--- src/rtl/adc_ddr_capture_if.sv ---
// Valid/ready stream carrying packed ADC sample words toward the host FIFO.
interface adc_ddr_capture_if #(
  parameter int unsigned W = 48
) ();
  logic [W-1:0] out_data;
  logic         out_valid;
  logic         out_ready;

  modport master (output out_data, output out_valid, input out_ready);
  modport slave  (input out_data, input out_valid, output out_ready);
endinterface

--- src/rtl/adc_ddr_capture.sv ---
// Two-channel DDR ADC capture: input register, training-pattern lock FSM, pair packing, stream out.
// Optional ADC_RAMP_EN adds a ramp_mode input that substitutes an internal ramp for the ADC data.
module adc_ddr_capture #(
  parameter int unsigned     DW         = 6,
  parameter int unsigned     PACK       = 4,
  parameter logic [DW-1:0]   TRAIN_RISE = 6'h2A,
  parameter logic [DW-1:0]   TRAIN_FALL = 6'h15,
  parameter int unsigned     LOCK_CNT   = 64,
  parameter int unsigned     UNLOCK_ERR = 4,
  parameter bit              TRAIN_REQ  = 1'b1
) (
  input  logic                dco,
  input  logic                rst_n,
  input  logic [DW-1:0]       q_rise,
  input  logic [DW-1:0]       q_fall,
  input  logic                train_en,
  input  logic                fmt_twos,
`ifdef ADC_RAMP_EN
  input  logic                ramp_mode,
`endif
  adc_ddr_capture_if.master   stream,
  output logic                locked,
  output logic                overflow,
  output logic [15:0]         drop_cnt
);

  localparam int unsigned W  = 2 * DW * PACK;
  localparam int unsigned MW = $clog2(LOCK_CNT + 1);
  localparam int unsigned EW = $clog2(UNLOCK_ERR + 1);
  localparam int unsigned IW = (PACK > 1) ? $clog2(PACK) : 1;

  localparam logic [MW-1:0] LockLast = MW'(LOCK_CNT - 1);
  localparam logic [EW-1:0] ErrLast  = EW'(UNLOCK_ERR - 1);
  localparam logic [IW-1:0] IdxLast  = IW'(PACK - 1);

  typedef enum logic [0:0] {StSearch, StLocked} state_e;

  state_e          state_q;
  logic [DW-1:0]   r1, r2;
  logic [MW-1:0]   match_cnt;
  logic [EW-1:0]   err_cnt;
  logic [IW-1:0]   idx;
  logic [W-1:0]    pack_buf;

  logic            match, capture, word_done, bypass;
  logic [2*DW-1:0] pair;
  logic [W-1:0]    word;

`ifdef ADC_RAMP_EN
  logic [DW-1:0]   ramp;
  logic            ramp_r;
  // ramp_r tracks whether r1/r2 currently hold ramp data, so the bypass lines up with them.
  assign bypass = ramp_r;
`else
  assign bypass = 1'b0;
`endif

  assign locked = (state_q == StLocked) || bypass;

  always_comb begin
    match     = (r1 == TRAIN_RISE) && (r2 == TRAIN_FALL);
    capture   = bypass || ((state_q == StLocked) && !train_en);
    pair      = {r2[DW-1] ^ fmt_twos, r2[DW-2:0], r1[DW-1] ^ fmt_twos, r1[DW-2:0]};
    word      = pack_buf;
    for (int i = 0; i < PACK; i++) begin
      if (IW'(i) == idx) word[i*2*DW +: 2*DW] = pair;
    end
    word_done = capture && (idx == IdxLast);
  end

  always_ff @(posedge dco or negedge rst_n) begin
    if (!rst_n) begin
      state_q          <= TRAIN_REQ ? StSearch : StLocked;
      r1               <= '0;
      r2               <= '0;
      match_cnt        <= '0;
      err_cnt          <= '0;
      idx              <= '0;
      pack_buf         <= '0;
      stream.out_data  <= '0;
      stream.out_valid <= 1'b0;
      overflow         <= 1'b0;
      drop_cnt         <= '0;
`ifdef ADC_RAMP_EN
      ramp             <= '0;
      ramp_r           <= 1'b0;
`endif
    end else begin
`ifdef ADC_RAMP_EN
      ramp_r <= ramp_mode;
      if (ramp_mode) begin
        r1   <= ramp;
        r2   <= ramp + DW'(1);
        ramp <= ramp + DW'(2);
      end else begin
        r1 <= q_rise;
        r2 <= q_fall;
      end
`else
      r1 <= q_rise;
      r2 <= q_fall;
`endif

      // Outside capture the index is held at 0, which discards any partial word.
      if (capture) begin
        pack_buf <= word;
        idx      <= word_done ? '0 : idx + 1'b1;
      end else begin
        idx <= '0;
      end

      if (!bypass) begin
        unique case (state_q)
          StSearch: begin
            if (!match) begin
              match_cnt <= '0;
            end else if (match_cnt == LockLast) begin
              state_q   <= StLocked;
              match_cnt <= '0;
            end else begin
              match_cnt <= match_cnt + 1'b1;
            end
          end
          StLocked: begin
            if (!train_en || match) begin
              err_cnt <= '0;
            end else if (err_cnt == ErrLast) begin
              state_q   <= StSearch;
              err_cnt   <= '0;
              match_cnt <= '0;
            end else begin
              err_cnt <= err_cnt + 1'b1;
            end
          end
        endcase
      end

      if (word_done && (!stream.out_valid || stream.out_ready)) begin
        stream.out_data  <= word;
        stream.out_valid <= 1'b1;
      end else if (word_done) begin
        overflow <= 1'b1;
        if (drop_cnt != 16'hFFFF) drop_cnt <= drop_cnt + 16'd1;
      end else if (stream.out_valid && stream.out_ready) begin
        stream.out_valid <= 1'b0;
      end
    end
  end

endmodule
--- src/flat_wrapper.sv ---
// flat-port wrapper written by rule: the top's interface ports become plain ports
module adc_ddr_capture_flat 
#(
  parameter int unsigned     DW         = 6,
  parameter int unsigned     PACK       = 4,
  parameter logic [DW-1:0]   TRAIN_RISE = 6'h2A,
  parameter logic [DW-1:0]   TRAIN_FALL = 6'h15,
  parameter int unsigned     LOCK_CNT   = 64,
  parameter int unsigned     UNLOCK_ERR = 4,
  parameter bit              TRAIN_REQ  = 1'b1
)
  (dco, rst_n, q_rise, q_fall, train_en, fmt_twos, locked, overflow, drop_cnt, stream_out_data, stream_out_valid, stream_out_ready);
  adc_ddr_capture_if stream_i ();
  input  logic dco;
  input  logic rst_n;
  input  logic [DW-1:0] q_rise;
  input  logic [DW-1:0] q_fall;
  input  logic train_en;
  input  logic fmt_twos;
  output logic locked;
  output logic overflow;
  output logic [15:0] drop_cnt;
  output wire logic [$bits(stream_i.out_data)-1:0] stream_out_data;
  output wire logic [$bits(stream_i.out_valid)-1:0] stream_out_valid;
  input wire logic [$bits(stream_i.out_ready)-1:0] stream_out_ready;
  assign stream_out_data = stream_i.out_data;
  assign stream_out_valid = stream_i.out_valid;
  assign stream_i.out_ready = stream_out_ready;
  adc_ddr_capture #(.DW(DW), .PACK(PACK), .TRAIN_RISE(TRAIN_RISE), .TRAIN_FALL(TRAIN_FALL), .LOCK_CNT(LOCK_CNT), .UNLOCK_ERR(UNLOCK_ERR), .TRAIN_REQ(TRAIN_REQ)) u_core (.dco(dco), .rst_n(rst_n), .q_rise(q_rise), .q_fall(q_fall), .train_en(train_en), .fmt_twos(fmt_twos), .stream(stream_i), .locked(locked), .overflow(overflow), .drop_cnt(drop_cnt));
endmodule
--- config.mk ---
export PLATFORM = sky130hd
export DESIGN_NAME = adc_ddr_capture_flat
export DESIGN_NICKNAME = d
export VERILOG_FILES = /design/src/rtl/adc_ddr_capture_if.sv /design/src/rtl/adc_ddr_capture.sv /design/src/flat_wrapper.sv
export SDC_FILE = /design/constraint.sdc
export NUM_CORES = 1
export LEC_CHECK = 0
export CAP_MARGIN = 20
export CORE_ASPECT_RATIO = 0.7
export CORE_MARGIN = 1
export CORE_UTILIZATION = 50
export DETAILED_ROUTE_END_ITERATION = 16
export PLACE_DENSITY = 0.75
export SLEW_MARGIN = 20
export SYNTH_ARGS = -nofsm -noshare
export SYNTH_HDL_FRONTEND = slang
export SYNTH_SLANG_ARGS = --single-unit
--- constraint.sdc ---
create_clock -name dco -period 2.7 [get_ports dco]
set_input_delay 0.81 -clock dco [delete_from_list [all_inputs] [get_ports dco]]
set_output_delay 0.81 -clock dco [all_outputs]
set_load 0.02 [all_outputs]
; ---- Word-level counts from Yosys, hierarchy flattened
; Index checks and enable logic that the tools add are counted.
[totals]
regBits = 139
inputBits = 17
output_inout_bits = 67
elab_cells = 67
[classes]
add_sub_neg = 4
eq_ne = 12
n_mux = 21
bitwise_logic = 4
reduce_logical = 15
[ops]
columns = operator, count
row1 = 2-to-1 mux 12 bit, 4
row2 = 2-to-1 mux 7 bit, 4
row3 = adder 16 x 1 -> 16 bit (second input constant), 1
row4 = != test 16 bit (second input constant), 1
row5 = case mux 7 bit (2 select lines), 1
row6 = adder 7 x 1 -> 7 bit (second input constant), 1
row7 = == test 7 x 6 -> 1 bit (second input constant), 1
row8 = 2-to-1 mux 1 bit, 7
row9 = == test 6 x 5 -> 1 bit (second input constant), 1
row10 = == test 6 bit (second input constant), 1
row11 = 2-to-1 mux 3 bit, 2
row12 = != test 2 bit (second input constant), 3
row13 = AND reduction 2 bit, 3
row14 = logical AND 1 bit, 5
row15 = == test 2 bit (first input constant), 2
row16 = 2-to-1 mux 2 bit, 2
row17 = adder 3 x 1 -> 3 bit (second input constant), 1
row18 = == test 3 x 2 -> 1 bit (second input constant), 1
row19 = AND reduction 3 bit, 1
row20 = adder 2 x 1 -> 2 bit (second input constant), 1
row21 = == test 1 x 2 -> 1 bit (first input constant), 1
row22 = == test 2 bit (second input constant), 1
row23 = logical NOT 1 bit, 2
row24 = logical NOT 2 bit, 1
row25 = 5 further kinds, 8

; ---- Longest topological paths before layout
; Gate-level depths: netlist (run 1).
[depth]
word_depth = 6
depth_mapped = 7
depth_no_buf = 5

; ---- Least setup slack after synthesis (run 1)
; Ideal clock, no wire load.
[synth_path]
kind = in2reg
from = input port train_en
to = register u_core.drop_cnt[15]
setup_ns = 0.125
arrival_ns = 2.029
t_required_ns = 2.575
path_slack_ns = 0.547
path_stages = 4
n_path_buf = 0
cell_sequence = nand3b_1 > or4_1 > nor3_1 > mux2_2
[synth_between]
elab_chain_cells = 6
[synth_rtl]
columns = element, line_no
row1 = from (decl), flat_wrapper.sv:18  ; input logic train_en;
row2 = logical NOT 1 bit *, adc_ddr_capture.sv:62  ; capture = bypass || ((state_q == StLocked) && !train_en);
row3 = logical AND 1 bit *, adc_ddr_capture.sv:62
row4 = logical AND 1 bit *, adc_ddr_capture.sv:68  ; word_done = capture && (idx == IdxLast);
row5 = logical AND 1 bit, adc_ddr_capture.sv:138  ; if (word_done && (!stream.out_valid || stream.out_ready)) begin
row6 = inverter 1 bit (no source line), --
row7 = AND reduction 3 bit (no source line) *, --
row8 = to (signal assigned), adc_ddr_capture.sv:143  ; if (drop_cnt != 16'hFFFF) drop_cnt <= drop_cnt + 16'd1;
row9 = to (decl), adc_ddr_capture.sv:24  ; output logic [15:0] drop_cnt
; Every way passes the cells marked *; elsewhere a longest branch is shown, timed or not.
; A chain may end at the register's enable or synchronous reset.

; ---- Worst setup path in the final report (run 1)
[layout_path]
from = register u_core.state_q (netlist: u_core.locked)
to = output port locked
[layout_lines]
columns = element, line_no
row1 = from (decl), adc_ddr_capture.sv:38  ; state_e state_q;
row2 = from (signal assigned), adc_ddr_capture.sv:73  ; state_q <= TRAIN_REQ ? StSearch : StLocked;
row3 = from (signal assigned), adc_ddr_capture.sv:118  ; state_q <= StLocked;
row4 = from (signal assigned), adc_ddr_capture.sv:128  ; state_q <= StSearch;
row5 = to (decl), flat_wrapper.sv:20  ; output logic locked;
; No word-level cell between the ends.

==> results of run 1 <==
how the worst max path moves through the flow:
stage / to / slack, ns / cells after the start
2_1_floorplan: u_core.drop_cnt[15]$_DFFE_PN0P_ / 0.55 / 4
3_3_place_gp: u_core.drop_cnt[15]$_DFFE_PN0P_ / -0.009 / 5
3_5_place_dp: u_core.drop_cnt[15]$_DFFE_PN0P_ / -0.06 / 5
4_1_cts: locked / 0.28 / 1
5_1_grt: locked / 0.23 / 1
6_report: locked / 0.29 / 1
layout by cell type, fill, tap and decap left out, types with 7 or more instances in the layout:
cell	synthesis	layout
buf_4	4	17
clkbuf_16	0	17
clkdlybuf4s50_1	0	82
dfrtp_1	127	127
ha_1	7	7
mux2_2	36	36
mux2i_1	30	30
nand2_1	93	92
nand3_1	8	8
nor2_1	8	8
nor3_1	7	7
o21ai_0	51	51
xor2_1	9	9
routing by layer:
metal	vias to the layer above	share of wire, %
li1	1808	-
met1	1916	47
met2	114	46
met3	12	5.5
met4	0	1.0
met5	-	0
sequential cells by signal (all words and copies together) (netlist names):
| name | cells |
|---|---|
| u_core.err_cnt | 3 |
| u_core.match_cnt | 7 |
| u_core.overflow | 1 |
| u_core.drop_cnt | 16 |
| u_core.r2 | 6 |
| u_core.stream.out_data | 48 |
| u_core.pack_buf | 36 |
| u_core.idx | 2 |
| u_core.r1 | 6 |
| u_core.stream.out_valid | 1 |
| u_core.locked | 1 |
power groups by stage:
stage                     Sequential (mW)  Clock [mW]  Combinational, mW
after floorplan                      2.91           0              0.680
after global placement               2.71           0               1.55
after detailed placement             2.74           0               1.61
after CTS                            2.72        2.19               1.63
after global routing                 2.78        2.28               1.75
final                                2.72        2.17               1.61
stage by stage:
stage               setup WS (ns)  power (mW)  cells
floorplan                  0.5467       3.594    477
global placement        -0.009206       4.264    677
detailed placement       -0.05707       4.354    677
CTS                        0.2809       6.544    709
global route               0.2271       6.806    709
finish                     0.2931       6.511    709
kinds of logic after synthesis:
family | count (synthesis) | synth area share, %
AOI/OAI and AO/OA | 66 | 7.184
DFF | 127 | 58.48
adders and majority gates | 7 | 1.612
and+or+nand+nor | 157 | 14.05
muxes | 66 | 12.99
xor gates and xnor gates | 14 | 2.257
buffers and inverters | 40 | 3.431
worst reg2reg max path: stages (launching register included):
cell      delay (ns)
dfrtp_1         0.40
ha_1            0.27
nand3b_1        0.13
or4_1           0.65
nor3_1          0.19
mux2_2          0.36
area by class of cell:
type | instances | area [sq um] | share of cell area, %
clock buffers | 26 | 509.2 | 7.264
clock inverters | 6 | 55.05 | 0.7853
inverters | 6 | 22.52 | 0.3213
multi-input cells | 310 | 2072 | 29.56
flip-flops and latches | 127 | 3178 | 45.33
well taps | 132 | 165.2 | 2.356
repair buffers | 102 | 1008 | 14.39
==> summary.md, run 1 <==
| Metric | Value |
|---|---|
| Status | complete, no violations |
| Final Max Tran Viols | 0 |
| Ys async rst share | 100.0% |
| Cell Pwr Density | 928.7 nW/um^2 |
| CP Data Arrival Time | 1.60 ns |
| Hold Crit Class | input pin to asynchronous set/reset pin |
| Setup TNS | 0 ns |
| Vias | 3850 |
| Worst rel slew slack | 63.35% |
| Placer congestion estimate | 0.7869 |
| Area growth from synthesis to layout | 29.01% |
| CP startpoint kind | register |
| Post-DP HPWL | 8.192 mm |
| Average size of a mapped cell | 11.39 sq um |
| Int Pwr | 4.606 mW |
| Final Hold Fails | 0 |
| RR Startpoint | u_core.idx[0]$_DFF_PN0_ |
| Via density | 5.430 |
| Critical-path maximum fanout | 11 |
| Commonest register cell after synthesis | dfrtp_1 |
| Post-synth top cells | dfrtp_1, nand2_1, o21ai_0, mux2_2, mux2i_1 |
| I/O pins | 84 |
| VDD IR-drop max | 0.5772 mV |
| Seq cells post-synth | 127 |
| Seq/Total Area, Yosys | 58.48% |
| Unrepaired setup endpoints after global routing | no |
| Final Util | 66.94% |
| Setup crit start | u_core.locked$_DFF_PN0_ |
| Fmax | 415.5 MHz |
| Overall Global Routing Usage | 23.99% |
| Fin area | 7010 sq um |
| Worst-case reg-to-reg path depth | 5 |
| Initial antenna violation count | 0 |
| DRT Pass-1 Iters | 5 |
| Die height | 89.22 microns |
| Met1 Usage GRT | 33.52% |
| Worst path top cell family by delay | buffers and inverters |
| Combinational Power Share | 24.8% |
| Synth area leaders | dfrtp_1, mux2_2, nand2_1 |
| Post-synth EDFFs | 0 |
| First-pass GRT wire length | 20.06 mm |
| Crit path largest cell delay | 0.67 ns |
| Port bufs | 83 |
| Yosys warning total | 0 |
| M2 GR Usage | 37.82% |
| Number of global-route vias before repair | 3879 |
| Starting Density | 51.89% |
| Max cap viols | 0 |
| Clk_skew | 0.01331 ns |
| Worst Max-Slew Pin Slew | 0.5459 ns |
| Grt peak-use layer | met2 |
| Core area | 10470 sq um |
| Total gr overflow | 0 |
| Synthesized net count | 501 |
| Post-DR wirelength/cell | 17.36 microns |
| Cts bufs inserted | 17 |
| Detailed Route WL | 12.31 mm |
| Root Buffer Master | clkbuf_16 |
| Cell with the most instances after synthesis | dfrtp_1 |
| Met3 Track Usage GR | 4.608% |
| Crit path required time | 1.89 ns |
| H-tree levels | 4 |
| Final setup vio count | 0 |
| Clock sinks | 127 |
| Worst-path clk slew | 0.06 ns |
| Nets@finish | 588 |
| Chip Width | 126.6 microns |
| Post-synth top area cell | dfrtp_1 |
| Starting DRT DRC Count | 329 |
| Routed Antenna Nets | 0 |
| Largest net degree at the start of global routing | 83 |
| Layout cell share with drive strength beyond 1 | 16.46% |
| Cells along the critical path | clkdlybuf4s50_1 |
| Synth Instances | 477 |
| Sw Share | 29.26% |
| Fillers | 787 |
| Clock share of power | 33.4% |
| Cell Rows | 31 |
| Reg power frac | 41.8% |
| TritonCTS clock tree | done |
| Hold_buf cts | 0 |
| Minimum clock period | 2.407 ns |
| Crit share post-route | 89.14% |
| Clock Path Buffers | 2 |
| Syn Std Cell Area | 5434 sq um |
| Kind of critical path | register to output pin |
| NetSw | 1.905 mW |
| Gates resized, CTS repair | 0 |
| Critical Path Sink Type | output pin |
| Worst Path Buf+Inv | 1 |
| Area of the die | 11300 sq um |
| # diodes | 0 |
| Slowest stage cell on the critical path | clkdlybuf4s50_1 |
| Clk_lat worst skew | 0.41 ns |
| Yosys cell types | 50 |
| Leakage power | 3.198 nW |
| DRC violation count after routing | 0 |
| Reg2reg end | u_core.drop_cnt[15]$_DFFE_PN0P_ |
| Final Hold Slack | 0.3523 ns |
| Register-to-register setup slack | 0.60 ns |
| Postcts setup bufs | 0 |
| Area after DPL | 6446 sq um |
| Synth top area share | 58.48% |
Power figures use the tool's default switching activity.
==> inputs of run 2 (changes only) <==
Settings changed: CORE_MARGIN 1 to not set.
==> results of run 2 <==
No change in the layout: final DEF, timing and power equal those of run 1.
==> inputs of run 3 (changes only) <==
Settings changed: CTS_CLUSTER_SIZE set to 40.
==> results of run 3 <==
No change in the layout: final DEF, timing and power equal those of run 1.
